File: src/rtl/tap_stream_fir.sv
// tap_stream_fir: double-buffered tap bank feeding a serial MAC FIR.
// Ports: clk/reset (sync, active-high); tapValid/tapNum/tapCoeff write
//   the shadow bank; coeffsLoaded goes high after the first commit;
//   sampleValid/sampleIn/sampleReady accept audio samples;
//   outValid pulses for one cycle with the saturated sampleOut.
module tap_stream_fir #(
    parameter int NTAPS = 16,
    parameter int DW    = 16,
    parameter int CW    = 16,
    parameter int AW    = 32 + $clog2(NTAPS)
) (
    input  logic                 clk,
    input  logic                 reset,
    input  logic                 tapValid,
    input  logic [7:0]           tapNum,
    input  logic signed [CW-1:0] tapCoeff,
    output logic                 coeffsLoaded,
    input  logic                 sampleValid,
    input  logic signed [DW-1:0] sampleIn,
    output logic                 sampleReady,
    output logic                 outValid,
    output logic signed [DW-1:0] sampleOut
);

    localparam int IW = (NTAPS > 1) ? $clog2(NTAPS) : 1;
    localparam int PW = CW + DW;
    localparam logic [7:0]    LAST_TAP = 8'(NTAPS - 1);
    localparam logic [IW-1:0] LAST_IDX = IW'(NTAPS - 1);
    localparam logic [DW-1:0] POS_MAX  = {1'b0, {(DW-1){1'b1}}};
    localparam logic [DW-1:0] NEG_MIN  = {1'b1, {(DW-1){1'b0}}};

    typedef enum logic [1:0] {
        IDLE,
        MAC,
        DONE
    } state_t;

    state_t               state_q, state_d;
    logic signed [CW-1:0] shadow_q [NTAPS];
    logic signed [CW-1:0] shadow_d [NTAPS];
    logic signed [CW-1:0] active_q [NTAPS];
    logic signed [CW-1:0] active_d [NTAPS];
    logic signed [DW-1:0] delay_q  [NTAPS];
    logic signed [DW-1:0] delay_d  [NTAPS];
    logic signed [AW-1:0] acc_q, acc_d;
    logic [IW-1:0]        idx_q, idx_d;
    logic                 commit_pending_q, commit_pending_d;
    logic                 loaded_q, loaded_d;
    logic                 out_valid_q, out_valid_d;
    logic signed [DW-1:0] sample_out_q, sample_out_d;

    logic                 tap_write;
    logic                 tap_last;
    logic                 commit;
    logic                 ready;
    logic signed [PW-1:0] prod;
    logic signed [AW-1:0] shifted;
    logic [AW-DW:0]       top_bits;
    logic                 fits;
    logic [DW-1:0]        sat_val;

    assign tap_write = tapValid && (tapNum <= LAST_TAP);
    assign tap_last  = tapValid && (tapNum == LAST_TAP);
    assign commit    = (state_q == IDLE) && commit_pending_q;
    assign ready     = !reset && (state_q == IDLE) && !commit_pending_q;

    assign prod = active_q[idx_q] * delay_q[idx_q];

    // Drop the Q1.15 fraction; the value fits DW bits only when every
    // bit above the DW-1 position matches the sign.
    assign shifted  = acc_q >>> (CW - 1);
    assign top_bits = shifted[AW-1:DW-1];
    assign fits     = (&top_bits) | ~(|top_bits);
    assign sat_val  = fits ? shifted[DW-1:0]
                    : (shifted[AW-1] ? NEG_MIN : POS_MAX);

    always_comb begin
        state_d      = state_q;
        shadow_d     = shadow_q;
        active_d     = active_q;
        delay_d      = delay_q;
        acc_d        = acc_q;
        idx_d        = idx_q;
        loaded_d     = loaded_q;
        out_valid_d  = 1'b0;
        sample_out_d = sample_out_q;

        if (tap_write) begin
            shadow_d[tapNum[IW-1:0]] = tapCoeff;
        end

        unique case (state_q)
            IDLE: begin
                if (commit) begin
                    active_d = shadow_q;
                    loaded_d = 1'b1;
                end else if (sampleValid) begin
                    for (int i = NTAPS - 1; i > 0; i--) begin
                        delay_d[i] = delay_q[i-1];
                    end
                    delay_d[0] = sampleIn;
                    acc_d      = '0;
                    idx_d      = '0;
                    state_d    = MAC;
                end
            end
            MAC: begin
                acc_d = acc_q + AW'(prod);
                idx_d = idx_q + 1'b1;
                if (idx_q == LAST_IDX) begin
                    state_d = DONE;
                end
            end
            DONE: begin
                sample_out_d = sat_val;
                out_valid_d  = 1'b1;
                state_d      = IDLE;
            end
            default: state_d = IDLE;
        endcase

        // A last-tap write in the commit cycle re-arms the next commit.
        commit_pending_d = tap_last | (commit_pending_q & ~commit);
    end

    always_ff @(posedge clk) begin
        if (reset) begin
            state_q          <= IDLE;
            shadow_q         <= '{default: '0};
            active_q         <= '{default: '0};
            delay_q          <= '{default: '0};
            acc_q            <= '0;
            idx_q            <= '0;
            commit_pending_q <= 1'b0;
            loaded_q         <= 1'b0;
            out_valid_q      <= 1'b0;
            sample_out_q     <= '0;
        end else begin
            state_q          <= state_d;
            shadow_q         <= shadow_d;
            active_q         <= active_d;
            delay_q          <= delay_d;
            acc_q            <= acc_d;
            idx_q            <= idx_d;
            commit_pending_q <= commit_pending_d;
            loaded_q         <= loaded_d;
            out_valid_q      <= out_valid_d;
            sample_out_q     <= sample_out_d;
        end
    end

    assign coeffsLoaded = loaded_q;
    assign sampleReady  = ready;
    assign outValid     = out_valid_q;
    assign sampleOut    = sample_out_q;

endmodule

File: config.mk
export PLATFORM = sky130hd
export DESIGN_NAME = tap_stream_fir
export DESIGN_NICKNAME = d
export VERILOG_FILES = /design/src/rtl/tap_stream_fir.sv
export SDC_FILE = /design/constraint.sdc
export NUM_CORES = 2
export LEC_CHECK = 0
export CORE_UTILIZATION = 55
export CTS_CLUSTER_SIZE = 8
export DETAILED_ROUTE_END_ITERATION = 12
export PLACE_DENSITY_LB_ADDON = 0.15
export SLEW_MARGIN = 20
export SYNTH_ARGS = -nofsm -noshare
export SYNTH_HDL_FRONTEND = slang
export SYNTH_SLANG_ARGS = --single-unit
File: constraint.sdc
create_clock -name clk -period 8.1 [get_ports clk]
set_input_delay 1.62 -clock clk [delete_from_list [all_inputs] [get_ports clk]]
set_output_delay 1.62 -clock clk [all_outputs]
set_load 0.02 [all_outputs]
# After elaboration in Yosys (flattened, before gate mapping)
# Cells that the tools add are included.
[classes]
addsub = 2
n_reduce_logical = 16
n_mul = 1
n_mux = 22
n_lt_le_gt_ge = 4
bitwise_logic = 7
n_eq_ne = 7
[ops]
columns = ["operator", "count"]
rows = [
  ["$bwmux 256", 1],
  ["$bmux 16 s4", 2],
  ["$mux 16", 7],
  ["$mux 36", 2],
  ["$pmux 36 s2", 1],
  ["$demux 16 s4", 1],
  ["$add 36x32->36", 1],
  ["$mul 16x16->32", 1],
  ["$ge 5x5->1 const B", 2],
  ["$not 4->5", 2],
  ["$reduce_and 3->1", 3],
  ["$eq 8x4->1 const B", 1],
  ["$le 8x4->1 const B", 1],
  ["$mux 4", 2],
  ["$pmux 4 s2", 1],
  ["$logic_and 1x1->1", 6],
  ["$mux 2", 3],
  ["$ne 2x2->1 const B", 3],
  ["$reduce_and 6->1", 1],
  ["$reduce_or 6->1", 1],
  ["$lt 5x1->1 const B", 1],
  ["$add 4x1->4 const B", 1],
  ["$eq 4x4->1 const B", 1],
  ["$pmux 2 s2", 1],
  ["10 further kinds", 13],
]
[word_totals]
reg_bits = 829
word_cells = 114
in_bits = 44

# Longest topological paths before layout
[logic_depth]
depth_word = 7
mapped_depth = 32

# Worst setup path after synthesis
# No wires, ideal clock.
[synth_timing]
path_kind = "reg2reg"
startpoint = "reg idx_q[0]"
endpoint = "reg acc_q[33]"
setup_time_ns = 0.122
period_less_slack_ns = 7.653
n_path_buf = 5
arrival_ns = 7.532
path_stages_with_launch = 31
slack_ns = 0.447
required_ns = 7.978
cell_sequence = "dfxtp_1 buf_2 buf_6 buf_6 buf_6 buf_2 mux4_2 mux2i_1 nand2_1 o21ai_1 nor2_1 fa_1 inv_1 fa_1 fa_1 fa_1 inv_1 fa_1 inv_1 fa_1 inv_1 ha_1 and4_2 o211ai_1 o21ai_2 a41oi_4 o21a_4 o311ai_4 o31ai_4 mux2i_1 a221o_1"
[synth_between]
elab_chain_cells = 7
word_cells_on_any_way = 10
[synth_rtl]
columns = ["item", "line", "rtl"]
rows = [
  ["from (decl)", "46", "logic [IW-1:0] idx_q, idx_d;"],
  ["from (signal assigned)", "144", "idx_q <= idx_d;"],
  ["$not 4->5 (implied by the code) *", "67", "assign prod = active_q[idx_q] * delay_q[idx_q];"],
  ["$bmux 16 s4", "67", ""],
  ["$mux 16 (implied by the code) (2 in a row)", "67", ""],
  ["$mul 16x16->32 *", "67", ""],
  ["$add 36x32->36 *", "108", "acc_d = acc_q + AW'(prod);"],
  ["$pmux 36 s2 *", "92", "unique case (state_q)"],
  ["to (signal assigned)", "132", "acc_q <= '0;"],
  ["to (signal assigned)", "143", "acc_q <= acc_d;"],
  ["to (decl)", "45", "logic signed [AW-1:0] acc_q, acc_d;"],
]
# Mark *: on every way between the ends. The rest lies on a longest branch, timed or not. The select of a mux whose other input is x is not followed.
# A chain may end at the register's enable or synchronous reset.

# Worst setup path after layout
[layout_timing]
startpoint = "reg idx_q[0]"
endpoint = "reg acc_q[32]"
# The elaborated chain is that of the path after synthesis.

==> reports/metrics.cfg <==
[critical_path]
cp-end-kind=flop
crit_type=flop to flop
reg2reg_to=acc_q[32]
worstPathRequired_ps=8640
rr_worst_depth=26
crit_top_cell=fa_1
worstPathMaxFanout=17
r2r_slack_ps=260
reg2reg_from=idx_q[0]
startpoint_type=flop
cpPeakStageDelay_ps=550
slowest_stage=fa_1
arrival_ps=8380

[cts]
hold_buffers=0
cts-root-buf=clkbuf_16
clkLatencyLatePin_ps=680
cts.sink_count=829
cts_buffers=115
cts_tree=yes
cts.path.max_buffers=3
path_clk_slew_ps=60
htreeDepth=3

[synthesis]
ys_types=61
synth.area.top_cells=dfxtp_1 (38%), nand2_1 (14%), fa_1 (14%), a21oi_1 (9.5%), mux4_2 (6.9%)
ys_warn_count=0
synth.most_common_cell=nand2_1
synth_seq_cells=829
netlist.area_leader.share=0.377
yosys.area.top_type=dfxtp_1
synth_nets=5666
synth_ff_type=dfxtp_1
syn_area_um2=44000
syn_inst=5200
synth_edf_count=0
ys_top_cells_by_count=nand2_1 (1695), a21oi_1 (832), dfxtp_1 (829)
syn_avg_cell_area_um2=8.47
ys_seq_area_frac=0.377
async_flop_share=0

[die]
fp.coreArea_um2=79100
ios=63
rows=103
die-area_um2=81200
start_util=0.556
dieHeight_um=285
die_w_um=285

[placed_design]
placed_area_um2=45400
place_inst=6031
gp_congestion=0.914
dp_hpwl_um=74100
io_buffer_count=62

[sta]
tns_ps=0
relSlewSlack=0.180
max_freq_ghz=0.128
finalHoldViolations=0
worstMarginPinSlew_ps=1230
period_minus_slack_ps=7840
slew_viol_final=0
fin_worst_skew_ps=32.3
fin_crit_sh=0.968
finalSetupViolCount=0

[route]
first_iter_violations=3131
ant_nets=0
post_drt_wl_per_cell_um=18.8
num_vias=34700
drc_errors=0
drt_wl_total_um=116000
vias_per_cell=5.62
drtPass1Iterations=6

[run_status]
outcome=finished clean

[power_and_ir_drop]
pwr-share-seq=0.461
powerDensity_nw_per_um2=184
leakage_nw=18.2
p_sw_frac=0.235
pwr-share-comb=0.058
irDropWorstVdd_mv=0.176
switchingPower_w=0.00210
clkPwrFrac=0.481
internal_power_w=0.00684

[grt]
antenna_found_initial=1
grt_pass1_vias=34200
grt_max_degree=236
grt_first_pass_wirelength_um=187000
grt_overflow_total=0
grt.total_usage=0.290

[finish]
syn2layout_area_growth_pct=10.6
final_area_um2=48700
nets=5570
drive_above_1_share=0.0838
instances_no_fill=6169

[worst_hold_path]
whs_endpoint=active_q[222]
holdPathStages=2
min_path_type=flop to flop
hp-start=shadow_q[222]

[job]
cap_violations=0

per-stage QoR:
step,util,power (W),worst slack (ps),hold WS (ps)
finish,0.615,0.00894,262,440
global route,0.615,0.00923,-7.43,452
CTS,0.613,0.00899,189,435
detailed placement,0.574,0.00470,179,441
global placement,0.573,0.00470,308,437
floorplan,-,0.00454,447,432
placed cells by master, fill, tap and decap left out, types with 5 or more instances in the layout:
| master | instances |
|---|---|
| clkbuf_1 | 5 |
| or3_1 | 5 |
| mux2_2 | 25 |
| mux2i_1 | 23 |
| nor2b_1 | 14 |
| a211o_1 | 6 |
| mux2i_2 | 5 |
| a21oi_1 | 832 |
| nor2_4 | 5 |
| o21ai_1 | 19 |
| dfxtp_1 | 825 |
| a21o_1 | 12 |
| clkbuf_16 | 118 |
| or2_2 | 8 |
| nand3_1 | 31 |
| nand2b_1 | 24 |
| nor2_2 | 7 |
| inv_1 | 386 |
| clkdlybuf4s50_1 | 61 |
| nor2_1 | 191 |
| ha_1 | 108 |
| nand2_1 | 1693 |
| o21a_1 | 14 |
| xor2_1 | 14 |
| buf_12 | 15 |
| xnor2_1 | 20 |
| o21ai_2 | 9 |
| buf_4 | 58 |
| fa_1 | 314 |
| nor3_1 | 25 |
| mux4_2 | 135 |
| o21ai_0 | 21 |
power groups by stage:
stage | clock network, W | registers (W) | logic, W
3_5_place_dp | 0 | 0.00420 | 0.000506
5_1_grt | 0.00455 | 0.00411 | 0.000565
3_3_place_gp | 0 | 0.00420 | 0.000503
6_report | 0.00430 | 0.00412 | 0.000520
2_1_floorplan | 0 | 0.00419 | 0.000352
4_1_cts | 0.00437 | 0.00412 | 0.000506
sequential cells by signal, indices dropped and copies added (netlist names):
register,count
active_q,256
delay_q,256
shadow_q,256
acc_q,36
sampleOut,16
idx_q,4
state_q,2
coeffsLoaded,1
commit_pending_q,1
outValid,1
final cells by class:
class	instances	area, µm²
Clock buffer	122	2940
Clock inverter	8	169
Antenna cell	2	5.00
Fill cell	6873	30500
Sequential cell	829	16600
Multi-Input combinational cell	3632	24700
Timing Repair Buffer	140	1480
Inverter	386	1450
Tap cell	1050	1310
routing by layer:
metal  vias to the layer above  GRT usage  routed length, µm
li1                      16500          -                  -
met1                     16800      0.405              50600
met4                         0     0.0795               2680
met3                       209     0.0547               9060
met5                         -          0                  0
met2                      1194      0.460              53700
kinds of logic (layout without fill, tap and decap cells):
group | count (synthesis) | after routing | share of synthesized area
and+or+nand+nor | 2037 | 2037 | 0.180
muxes | 188 | 188 | 0.0818
AOI/OAI and AO/OA | 951 | 951 | 0.115
adders and majority gates | 422 | 422 | 0.173
xor gates and xnor gates | 34 | 34 | 0.00676
DFF | 829 | 829 | 0.377
other | 0 | 2 | 0
buffers and inverters | 739 | 656 | 0.0656
critical path: cells and delay by family (launching register included):
family	cells	cell delay, ps
mux	2	1040
fa+ha+maj	7	3390
xor+xnor	1	170
compound gates	6	1180
simple gates	4	970
buf+inv	6	510
flops	1	430
worst max-delay path by stage:
stage               slack [ps]  cells after the start      from        end
global placement           310                     25  idx_q[0]  acc_q[33]
CTS                        190                     25  idx_q[0]  acc_q[33]
floorplan                  450                     30  idx_q[0]  acc_q[33]
global route                -7                     28  idx_q[0]  acc_q[29]
finish                     260                     26  idx_q[0]  acc_q[32]
detailed placement         180                     25  idx_q[0]  acc_q[33]
repair_timing:
item,in CTS,in global routing
resized for setup,0,10
setup buffers,0,4
endpoints found under the setup margin,0,8
(Power assumes the default switching activity.)
